[src/rtl/lift_scheduler_pkg.sv]
// Shared types and floor helpers for the lift request scheduler.
package elevator_pkg;
    localparam int NFLOORS = 7;
    localparam logic [2:0] F_FST = 3'd1;
    localparam logic [2:0] F_TOP = 3'd7;
    localparam logic ON  = 1'b1;
    localparam logic OFF = 1'b0;

    typedef enum logic [1:0] {STOP = 2'b00, DOWN = 2'b01, UP = 2'b10, UPDOWN = 2'b11} dir_e;
    typedef enum logic [1:0] {IDLE, MOVE, DOOR} sched_state_e;
    typedef logic [NFLOORS-1:0] floor_vec_t;

    // There is no UP button on the top floor and no DOWN button on the ground floor.
    localparam floor_vec_t UP_VALID = 7'b0111111;
    localparam floor_vec_t DN_VALID = 7'b1111110;

    function automatic floor_vec_t floor_bit(input logic [2:0] f);
        floor_vec_t v = '0;
        for (int i = 0; i < int'(F_TOP); i++) v[i] = (i + 1 == int'(f));
        return v;
    endfunction

    function automatic floor_vec_t above_mask(input logic [2:0] f);
        floor_vec_t v = '0;
        for (int i = 0; i < int'(F_TOP); i++) v[i] = (i + 1 > int'(f));
        return v;
    endfunction

    function automatic floor_vec_t below_mask(input logic [2:0] f);
        floor_vec_t v = '0;
        for (int i = 0; i < int'(F_TOP); i++) v[i] = (i + 1 < int'(f));
        return v;
    endfunction
endpackage

[src/rtl/lift_scheduler_if.sv]
// Panel/Lift-side signal bundle of the scheduler; master = environment, slave = scheduler.
interface lift_scheduler_if;
    import elevator_pkg::*;
    logic       enable;
    floor_vec_t carCall;
    floor_vec_t upCall;
    floor_vec_t downCall;
    logic [2:0] nextFloor;
    logic       move;
    logic [2:0] currentFloor;
    logic [1:0] currentDirection;
    logic       doorState;
    floor_vec_t pendingCalls;

    modport master (
        output enable, carCall, upCall, downCall, nextFloor, move,
        input  currentFloor, currentDirection, doorState, pendingCalls
    );
    modport slave (
        input  enable, carCall, upCall, downCall, nextFloor, move,
        output currentFloor, currentDirection, doorState, pendingCalls
    );
endinterface

[src/rtl/lift_scheduler_call_latch.sv]
// Pending car/up/down call registers with floor-clear port and above/below/at-floor queries.
module call_latch
    import elevator_pkg::*;
(
    input  logic       clk,
    input  logic       reset,
    input  floor_vec_t car_i,
    input  floor_vec_t up_i,
    input  floor_vec_t dn_i,
    input  logic [2:0] clr_floor_i,
    input  logic       clr_car_i,
    input  logic       clr_up_i,
    input  logic       clr_dn_i,
    input  logic [2:0] qfloor_i,
    output floor_vec_t pending_o,
    output logic       above_o,
    output logic       below_o,
    output logic       at_car_o,
    output logic       at_up_o,
    output logic       at_dn_o
);
    floor_vec_t car_q, car_d, up_q, up_d, dn_q, dn_d;
    floor_vec_t clr_m, q_m;

    // A press landing on a floor being cleared is dropped: clear wins.
    always_comb begin
        clr_m = floor_bit(clr_floor_i);
        car_d = (car_q | car_i) & ~({NFLOORS{clr_car_i}} & clr_m);
        up_d  = (up_q | (up_i & UP_VALID)) & ~({NFLOORS{clr_up_i}} & clr_m);
        dn_d  = (dn_q | (dn_i & DN_VALID)) & ~({NFLOORS{clr_dn_i}} & clr_m);
    end

    always_ff @(posedge clk) begin
        if (reset) begin
            car_q <= '0;
            up_q  <= '0;
            dn_q  <= '0;
        end else begin
            car_q <= car_d;
            up_q  <= up_d;
            dn_q  <= dn_d;
        end
    end

    assign q_m       = floor_bit(qfloor_i);
    assign pending_o = car_q | up_q | dn_q;
    assign above_o   = |(pending_o & above_mask(qfloor_i));
    assign below_o   = |(pending_o & below_mask(qfloor_i));
    assign at_car_o  = |(car_q & q_m);
    assign at_up_o   = |(up_q & q_m);
    assign at_dn_o   = |(dn_q & q_m);
endmodule

[src/rtl/lift_scheduler.sv]
// Collective (same-direction-first) scheduler closing the loop around Lift.
// Build option: LIFT_SCHED_DOOR_REOPEN_EN re-arms the door timer on calls at the open floor.
module lift_scheduler
    import elevator_pkg::*;
#(
    parameter int DOOR_CLK = 10000000
) (
    input logic             clk,
    input logic             reset,
    lift_scheduler_if.slave bus
);
    localparam int CW = (DOOR_CLK > 1) ? $clog2(DOOR_CLK) : 1;
    localparam logic [CW-1:0] CNT_LOAD = CW'(DOOR_CLK - 1);

    sched_state_e  state_q, state_d;
    dir_e          dir_q, dir_d;
    logic          door_q, door_d, pref_up_q, pref_up_d;
    logic [CW-1:0] cnt_q, cnt_d;
    logic [2:0]    floor_q, floor_d, arrival_q, arrival_d, qfloor;
    logic          move_q, move_prev_q, arrived;
    logic          above, below, at_car, at_up, at_dn, at_any, stop, reload;
    logic          clr_car, clr_up, clr_dn;

    // While travelling, stop decisions are taken against the floor just reached.
    assign arrived = move_prev_q & ~move_q;
    assign qfloor  = (state_q == MOVE) ? arrival_q : floor_q;
    assign at_any  = at_car | at_up | at_dn;
    assign stop    = (dir_q == UP) ? (at_car | at_up | ~above) : (at_car | at_dn | ~below);

`ifdef LIFT_SCHED_DOOR_REOPEN_EN
    assign reload = (state_q == DOOR) &&
        |((bus.carCall | (bus.upCall & UP_VALID) | (bus.downCall & DN_VALID)) & floor_bit(floor_q));
`else
    assign reload = 1'b0;
`endif

    call_latch u_calls (
        .clk        (clk),
        .reset      (reset),
        .car_i      (bus.carCall),
        .up_i       (bus.upCall),
        .dn_i       (bus.downCall),
        .clr_floor_i(qfloor),
        .clr_car_i  (clr_car),
        .clr_up_i   (clr_up),
        .clr_dn_i   (clr_dn),
        .qfloor_i   (qfloor),
        .pending_o  (bus.pendingCalls),
        .above_o    (above),
        .below_o    (below),
        .at_car_o   (at_car),
        .at_up_o    (at_up),
        .at_dn_o    (at_dn)
    );

    always_comb begin : track
        floor_d   = floor_q;
        arrival_d = arrival_q;
        if (bus.move) arrival_d = bus.nextFloor;
        if (arrived)  floor_d   = arrival_q;
    end

    always_comb begin : next_state
        state_d = state_q;
        case (state_q)
            IDLE:    if (at_any) state_d = DOOR;
                     else if (above || below) state_d = MOVE;
            MOVE:    if (arrived && stop) state_d = DOOR;
            DOOR:    if (cnt_q == '0 && !reload) state_d = IDLE;
            default: state_d = IDLE;
        endcase
    end

    always_comb begin : outputs
        dir_d     = dir_q;
        door_d    = door_q;
        cnt_d     = cnt_q;
        pref_up_d = pref_up_q;
        clr_car   = 1'b0;
        clr_up    = 1'b0;
        clr_dn    = 1'b0;
        case (state_q)
            IDLE: begin
                dir_d = STOP;
                if (at_any) begin
                    door_d  = ON;
                    cnt_d   = CNT_LOAD;
                    clr_car = 1'b1;
                    clr_up  = 1'b1;
                    clr_dn  = 1'b1;
                end else if (pref_up_q && above) begin
                    dir_d = UP;
                end else if (below) begin
                    dir_d     = DOWN;
                    pref_up_d = 1'b0;
                end else if (above) begin
                    dir_d     = UP;
                    pref_up_d = 1'b1;
                end
            end
            MOVE: begin
                // Opposite-direction hall call is only served here when nothing lies beyond.
                if (arrived && stop) begin
                    dir_d   = STOP;
                    door_d  = ON;
                    cnt_d   = CNT_LOAD;
                    clr_car = 1'b1;
                    clr_up  = (dir_q == UP) ? 1'b1 : ~below;
                    clr_dn  = (dir_q == UP) ? ~above : 1'b1;
                end
            end
            DOOR: begin
                clr_car = 1'b1;
                clr_up  = 1'b1;
                clr_dn  = 1'b1;
                if (reload)              cnt_d  = CNT_LOAD;
                else if (cnt_q == '0)    door_d = OFF;
                else                     cnt_d  = cnt_q - 1'b1;
            end
            default: dir_d = STOP;
        endcase
        if (!bus.enable) begin
            clr_car = 1'b0;
            clr_up  = 1'b0;
            clr_dn  = 1'b0;
        end
    end

    always_ff @(posedge clk) begin : state_reg
        if (reset)           state_q <= IDLE;
        else if (bus.enable) state_q <= state_d;
    end

    always_ff @(posedge clk) begin : regs
        if (reset) begin
            dir_q       <= STOP;
            door_q      <= OFF;
            cnt_q       <= '0;
            pref_up_q   <= 1'b1;
            floor_q     <= F_FST;
            arrival_q   <= F_FST;
            move_q      <= 1'b0;
            move_prev_q <= 1'b0;
        end else if (bus.enable) begin
            dir_q       <= dir_d;
            door_q      <= door_d;
            cnt_q       <= cnt_d;
            pref_up_q   <= pref_up_d;
            floor_q     <= floor_d;
            arrival_q   <= arrival_d;
            move_q      <= bus.move;
            move_prev_q <= move_q;
        end
    end

    assign bus.currentFloor     = floor_q;
    assign bus.currentDirection = dir_q;
    assign bus.doorState        = door_q;
endmodule

[src/flat_wrapper.sv]
// flat-port wrapper written by rule: the top's interface ports become plain ports
module lift_scheduler_flat import elevator_pkg::*;
#(
    parameter int DOOR_CLK = 10000000
)
  (clk, reset, bus_enable, bus_carCall, bus_upCall, bus_downCall, bus_nextFloor, bus_move, bus_currentFloor, bus_currentDirection, bus_doorState, bus_pendingCalls);
  lift_scheduler_if bus_i ();
  input logic clk;
  input logic reset;
  input wire logic [$bits(bus_i.enable)-1:0] bus_enable;
  input wire logic [$bits(bus_i.carCall)-1:0] bus_carCall;
  input wire logic [$bits(bus_i.upCall)-1:0] bus_upCall;
  input wire logic [$bits(bus_i.downCall)-1:0] bus_downCall;
  input wire logic [$bits(bus_i.nextFloor)-1:0] bus_nextFloor;
  input wire logic [$bits(bus_i.move)-1:0] bus_move;
  output wire logic [$bits(bus_i.currentFloor)-1:0] bus_currentFloor;
  output wire logic [$bits(bus_i.currentDirection)-1:0] bus_currentDirection;
  output wire logic [$bits(bus_i.doorState)-1:0] bus_doorState;
  output wire logic [$bits(bus_i.pendingCalls)-1:0] bus_pendingCalls;
  assign bus_i.enable = bus_enable;
  assign bus_i.carCall = bus_carCall;
  assign bus_i.upCall = bus_upCall;
  assign bus_i.downCall = bus_downCall;
  assign bus_i.nextFloor = bus_nextFloor;
  assign bus_i.move = bus_move;
  assign bus_currentFloor = bus_i.currentFloor;
  assign bus_currentDirection = bus_i.currentDirection;
  assign bus_doorState = bus_i.doorState;
  assign bus_pendingCalls = bus_i.pendingCalls;
  lift_scheduler #(.DOOR_CLK(DOOR_CLK)) u_core (.clk(clk), .reset(reset), .bus(bus_i));
endmodule
[config.mk]
export PLATFORM = sky130hd
export DESIGN_NAME = lift_scheduler_flat
export DESIGN_NICKNAME = d
export VERILOG_FILES = /design/src/rtl/lift_scheduler_pkg.sv /design/src/rtl/lift_scheduler_if.sv /design/src/rtl/lift_scheduler_call_latch.sv /design/src/rtl/lift_scheduler.sv /design/src/flat_wrapper.sv
export SDC_FILE = /design/constraint.sdc
export NUM_CORES = 1
export LEC_CHECK = 0
export CAP_MARGIN = 20
export CELL_PAD_IN_SITES_DETAIL_PLACEMENT = 1
export CELL_PAD_IN_SITES_GLOBAL_PLACEMENT = 1
export CORE_UTILIZATION = 35
export DETAILED_ROUTE_END_ITERATION = 10
export PLACE_DENSITY_LB_ADDON = 0.12
export SYNTH_ARGS = -nofsm -noshare
export SYNTH_HDL_FRONTEND = slang
export SYNTH_HIERARCHICAL = 1
export SYNTH_SLANG_ARGS = --single-unit
[constraint.sdc]
create_clock -name clk -period 4.35 [get_ports clk]
set_input_delay 1.305 -clock clk [delete_from_list [all_inputs] [get_ports clk]]
set_output_delay 1.305 -clock clk [all_outputs]
set_load 0.01 [all_outputs]
==> results.md <==
- Status: finished clean
- Top cells by area, synth: dfxtp_1, nor2_1, a211oi_1
- Switching share of total power: 33.21%
- Tcrit/Tclk final: 87.25%
- Clock tree root buffer cell: clkbuf_8
- CP max stage delay: 660 ps
- Die Y: 95.55 um
- Detailed Route WL: 8423 um
- Seq/Total Area, Yosys: 38.56%
- Antenna Nets Post-Route: 0
- Synth area leader: dfxtp_1
- Number of flops mapped to enable cells by yosys: 0
- Placeable Area: 0.008341 mm2
- Highest clock rate: 0.2635 GHz
- Pwr Density: 508.7 mW/mm2
- Least-Margin Pin Slew: 779.8 ps
- Average wire per standard cell: 16.45 um
- Critical-path top delay cell: or4b_4
- Placer Congestion: 0.7873
- Finished Cell Area: 0.003799 mm2
- Crit path max fanout: 24
- Initial drt markers: 116
- Share of layout cells above drive strength 1: 11.30%
- Fillcell total: 1036
- Skew final: 8.760 ps
- Max clock buf depth: 2
- Yosys cell types: 60
- Sequential share of power: 36.1%
- Max Slew Vio Count: 0
- Grt ovf: 0
- Async SR Flop Fraction: 0%
- Synthesized area: 0.003063 mm2
- Placement Rows: 33
- Worst-Skew Late Latency: 340 ps
- Die W: 95.55 um
- RSZ-0062 raised after global routing: false
- Worst EP arrival: 4060 ps
- Area Growth Syn to Fin: 24.02%
- Peak VDD IR: 0.2443 mV
- First-pass GRT wire length: 14010 um
- Hold path start: u_core/u_calls/dn_q[0]
- Gr usage total: 20.28%
- CTS tree: done
- Post-CTS resize count: 0
- WP data required: 4620 ps
- Reg2reg start: u_core/state_q[0]
- Final count of negative-setup-slack endpoints: 0
- Pre-Repair DR Iteration Count: 4
- Share of power burned in the clock network: 31.9%
- Number of global-route vias before repair: 2831
- Max-slew headroom: 48.02%
- Max Cap Viol: 0
- Via count: 2812
- Yosys reg bits: 59
- Minimum clock period: 3795 ps
- # diodes: 0
- Die area: 0.009130 mm2
- Share of the synthesized area in the top cell type: 38.56%
- CP Capture Type: flip-flop
- # IOs: 41
- Worst-path clk slew: 70 ps
- HP Class: flip-flop to flip-flop
- Setup CP Type: flip-flop to flip-flop
- Post-DP Area: 0.003557 mm2
- CTS Sinks: 59
- Power Internal: 1.291 mW
- Pin count of the biggest net entering global routing: 35
- Most frequent cells in the layout: dfxtp_1, nor2_1, clkdlybuf4s50_1
- Yosys warning count: 6
- IO buf count: 38
- Final hold slack: 486.4 ps
- Synthesized area per cell: 8.461 um2
- Leakage: 1.402 nW
- # DRC: 0
- CTS buffer count: 9
- Total negative slack: 0 ps
- NetSw: 641.9 uW
- # H-tree levels: 3
- Dominant synthesized flop cell: dfxtp_1
- Setup crit start: u_core/state_q[0]
- Initial Util: 36.72%
- Post-Syn Nets: 392
- Postcts setup bufs: 0
- DP HPWL: 6116 um
- Cts-stage hold buffer count: 0
- Element type at the critical path start: flip-flop
- Initial antenna violation count: 0
- Syn Inst Count: 362
- DR vias/cell: 5.492
- Final net count: 432
- Commonest non-fill, non-tap cell in the layout: dfxtp_1
- Logic pwr share: 31.9%
- Final Hold Fails: 0
- Cell Chain, Critical Path: nor2b_1 > mux2_2 > o21ai_0 > a21boi_0 > o221ai_1 > and3b_1 > nand3_1 > nand4_2 > or4b_4 > or3_1 > a31oi_1
power by group through the flow:
stage               sequential, mW  combinational [mW]  clock (mW)
floorplan                    0.688               0.441           0
global placement             0.707               0.606           0
detailed placement           0.709               0.618           0
CTS                          0.698               0.623       0.637
global route                 0.709               0.690       0.657
finish                       0.698               0.617       0.617
cell usage after synthesis, drive strengths merged (2+ instances only):
master and count:
nor2 46, a21o 2, o21ai 14, buf 9
and4b 2, nor3b 5, inv 9, nor2b 4
a31oi 5, clkbuf 10, ha 2, nor4 15
dfxtp 59, nand4 5, a211oi 21, nor3 14
nand3 13, mux2i 8, mux4 2, nand2b 8
mux2 3, nand2 15, xnor2 18, or3 11
or2 4, and3b 3, and3 4, or4 3
a211o 2, a21oi 27
final timing paths:
path | endpoint | slack [ps] | cells after the start
setup reg to reg | u_core/cnt_q[19] | 550 | 11
hold / removal | u_core/u_calls/dn_q[0] | 490 | 2
hold reg to reg | u_core/u_calls/dn_q[0] | 490 | 2
setup / recovery | u_core/cnt_q[19] | 550 | 11
critical path: cells and delay by family (launching register included):
family,cells,cell delay [ps]
AO/OA/AOI/OAI,4,820
flip-flops,1,430
multiplexers,1,510
AND/OR/NAND/NOR,6,1930
final cells by class:
| cell class | count | area, um2 | area share (%) |
|---|---|---|---|
| flip-flops and latches | 59 | 1181 | 31.09 |
| clock inverters | 5 | 100.1 | 2.635 |
| clock buffers | 11 | 141.4 | 3.722 |
| well taps | 105 | 131.4 | 3.459 |
| repair buffers | 48 | 450.4 | 11.86 |
| inverters | 9 | 33.78 | 0.8893 |
| multi-input cells | 275 | 1760 | 46.34 |
metal layers:
metal  routed length (um)  vias to the layer above  track usage [%]  share of wire (%)
li1                     -                     1410                -                  -
met1                 4046                     1354            25.98                 48
met2                 3974                       38            33.45                 47
met3                  294                       10            4.306                3.5
met4                  108                        0            7.338                1.3
met5                    0                        -                0                  0
sequential cells by signal, indices dropped and copies added (netlist names):
register / flops
u_core/move_prev_q: 1
u_core/cnt_q: 24
u_core/bus.currentFloor: 3
u_core/pref_up_q: 1
u_core/u_calls/up_q: 7
u_core/bus.currentDirection: 2
u_core/arrival_q: 3
u_core/u_calls/dn_q: 7
u_core/move_q: 1
u_core/state_q: 2
u_core/bus.doorState: 1
u_core/u_calls/car_q: 7
metrics by stage:
step / setup WS (ps) / utilization, % / std cells / power, mW
after floorplan: 1091 / - / 362 / 1.129
after global placement: 659.0 / 42.65 / 496 / 1.313
after detailed placement: 578.7 / 42.65 / 496 / 1.327
after CTS: 572.4 / 45.54 / 512 / 1.958
after global routing: 234.3 / 45.54 / 512 / 2.056
final: 554.5 / 45.54 / 512 / 1.932
logic make-up after synthesis:
kind of cell             count (synthesis)  share of synthesized area [%]
adder cells (fa/ha/maj)                  2                         0.8169
AND/OR/NAND/NOR                        160                          29.25
AO/OA/AOI/OAI                           82                          17.08
multiplexers                            13                          5.188
flip-flops                              59                          38.56
buffers and inverters                   28                          3.962
XOR/XNOR                                18                          5.147
Note: power is estimated with default switching activity, not from simulation.
==> edit, RTL diff (same settings) <==
`DOOR_CLK` is set to 10000000 in 2 places; all go to 5000000.
--- a/src/rtl/lift_scheduler.sv
+++ b/src/rtl/lift_scheduler.sv
@@ -4,5 +4,5 @@
     import elevator_pkg::*;
 #(
-    parameter int DOOR_CLK = 10000000
+    parameter int DOOR_CLK = 5000000
 ) (
     input logic             clk,
--- a/src/flat_wrapper.sv
+++ b/src/flat_wrapper.sv
@@ -2,5 +2,5 @@
 module lift_scheduler_flat import elevator_pkg::*;
 #(
-    parameter int DOOR_CLK = 10000000
+    parameter int DOOR_CLK = 5000000
 )
   (clk, reset, bus_enable, bus_carCall, bus_upCall, bus_downCall, bus_nextFloor, bus_move, bus_currentFloor, bus_currentDirection, bus_doorState, bus_pendingCalls);
Check against the original RTL: same outputs for any inputs over 4 cycles, from zero or initial values and one cycle with reset high; that may be too few to reach the edited logic, so the function may still have changed.
==> edit against the unedited design <==
Design area increased by 0.26%. Highest routed layer unchanged. Worst setup slack got worse by 0.018 ns. First-iteration DRC count decreased by 25%. Power decreased by 9.1%. Critical endpoint is now u_core/cnt_q[21]. Wire length decreased by 0.63%. Sequential cell count decreased by 1. Synthesized area increased by 1.2%.
==> edit: results (changes against the unedited design) <==
Parameter                              Value

Outcome
  Outcome    completed (unchanged)

Synthesis
  Seq/Total Area, Yosys    0.375 (was 0.386)
  Top flip-flop cell by instance count after synthesis    dfxtp_1 (unchanged)
  Proportion of register bits with asynchronous set or reset after synthesis    0 (unchanged)
  Synth area leaders    dfxtp_1 (37%), a211oi_1 (6.3%), nor2_1 (5.3%), a21oi_1 (5.2%), nand2_1 (3.9%) (was dfxtp_1 (39%), nor2_1 (5.5%), a211oi_1 (5.1%), xnor2_1 (5.1%), a21oi_1 (4.4%))
  Top cells by count, synth    dfxtp_1 (58), nor2_1 (44), a21oi_1 (32), nand2_1 (32), a211oi_1 (26) (was dfxtp_1 (59), nor2_1 (45), a21oi_1 (27))
  Yosys cell types    63 (was 60)
  Syn nets    393 (was 392)
  Synth warnings    6 (unchanged)

Clock tree
  Clock slew at reported path FFs    0.07 ns (about the same)
  Root buffer selected by CTS    clkbuf_8 (unchanged)
  Number of buffers inserted during clock tree synthesis    9 (unchanged)
  Buffer levels on the longest clock path    2 (unchanged)
  CTS H-tree lvls    3 (unchanged)
  Number of buffers added to fix hold violations after cts    0 (unchanged)
  Worst-skew pair later-pin latency    about 0.33 ns

Detailed routing
  Antenna Violating Nets Remaining    0 (unchanged)
  First-pass detailed-route iteration total    4 (unchanged)
  Via count normalized by instance count    5.56 (was 5.49)
  Detailed-route wire length per cell    16.1 um (was 16.5 um)
  DRC marker count from the first detailed-route iteration    87 (was 116)

Place
  Weighted congestion reported at the end of routability-driven placement    0.794 (was 0.787)
  Worst Setup Slack post-DPL    0.314 ns (was 0.579 ns)
  Port Buffer Count    38 (unchanged)
  Half-perimeter wire length after placement    6.15 mm (was 6.12 mm)
  Instance area after placement    3610 um2 (was 3560 um2)

Worst hold path
  Hold path cells    2 (unchanged)
  Worst min-delay path category    flip-flop to flip-flop (unchanged)

Setup path
  Worst path max stage delay    0.50 ns (was 0.66 ns)
  Worst-path cell with the longest stage delay    dfxtp_1 (was or4b_4)
  Path depth of the worst reg2reg path    15 (was 11)
  Arrival time of the worst setup path    4.04 ns (was 4.06 ns)
  Cell family with the largest share of critical-path delay    compound AO/OA/AOI/OAI gates (was simple AND/OR/NAND/NOR gates)
  Highest net fanout along the worst path    24 (unchanged)

Final layout
  Largest Register    u_core/cnt_q (unchanged)
  Total number of nets in the final design    440 (was 432)
  Max FFs per register    23 (was 24)
  Proportion of layout cells with a drive suffix above 1    0.118 (was 0.113)
  # diodes    0 (unchanged)

Pwr
  Maximum resistive drop on vdd    185 uV (was 244 uV)
  Leak Pwr    1.37 nW (was 1.40 nW)

GRT
  Pin count of the biggest net entering global routing    44 (was 35)
  Initial antenna violation count    0 (unchanged)
  Wire length of the first global-routing pass    14.1 mm (was 14.0 mm)
  Global router's overall resource usage    0.199 (was 0.203)

Timing
  Final hold violation count    0 (unchanged)
  Slew of the pin with the lowest slew margin    0.864 ns (was 0.780 ns)
  Worst clock skew    0.00803 ns (was 0.00876 ns)
## edit: cell count changes after synthesis, sizes merged, moves of 4 or more
cell / change
nand2: +18
a211oi: +5
nor3: -5
inv: +4
or3: -5
a21oi: +5
xnor2: -7
nand4: -4
a2111oi: +5
nor4: -7
## edit: what timing repair did
item / in CTS / in global routing
setup buffers: 0 / 3
setup endpoints to repair: 0 / 3
resized for setup: 0 / 2
## edit: report_power, final
group / internal, mW / switching [mW]
combinational: 0.272 / 0.368
clock: 0.232 / 0.204
sequential: 0.601 / 0.0795
total: 1.10 / 0.652
## edit: through the flow
stage | cells | total power, mW
final | 520 | 1.76
after global placement | 502 | 1.31
after detailed placement | 502 | 1.32
after global routing | 520 | 1.87
after CTS | 517 | 1.76
after floorplan | 364 | 1.13
## edit: metal layers
layer | vias up | global-route usage | part of all wire
met5 | - | 0 | 0
met1 | 1402 | 0.266 | 0.50
met3 | 9 | 0.0340 | 0.030
met4 | 0 | 0.0684 | 0.012
met2 | 41 | 0.323 | 0.46
li1 | 1439 | - | -
## edit: cell type report
type	instances	area, um2
well taps	105	131
repair buffers	52	485
flip-flops and latches	58	1160
inverters	13	48.8
clock inverters	3	15.0
multi-input cells	277	1810
clock buffers	12	155
fillers	999	4570
## edit: path summary, 6_finish.rpt
| kind | from | endpoint | slack [ns] |
|---|---|---|---|
| max | u_core/state_q[1] | u_core/cnt_q[21] | 0.54 |
| min reg2reg | u_core/move_q | u_core/move_q | 0.47 |
| min | u_core/move_q | u_core/move_q | 0.47 |
| max reg2reg | u_core/state_q[1] | u_core/cnt_q[21] | 0.54 |
## edit: cell families (layout without fill, tap and decap cells)
logic type	Yosys count	in the layout	share of synthesized area
compound gates	111	111	0.262
xor+xnor	13	13	0.0367
fa+ha+maj	1	1	0.00404
buf+inv	29	80	0.0420
flops	58	58	0.375
mux	8	8	0.0355
simple gates	144	144	0.245
## edit: tightest hold or removal path, stage by stage, from the launching register on
cell and delay [ns]:
dfxtp_1 0.32, nand2_1 0.06, a21oi_1 0.05
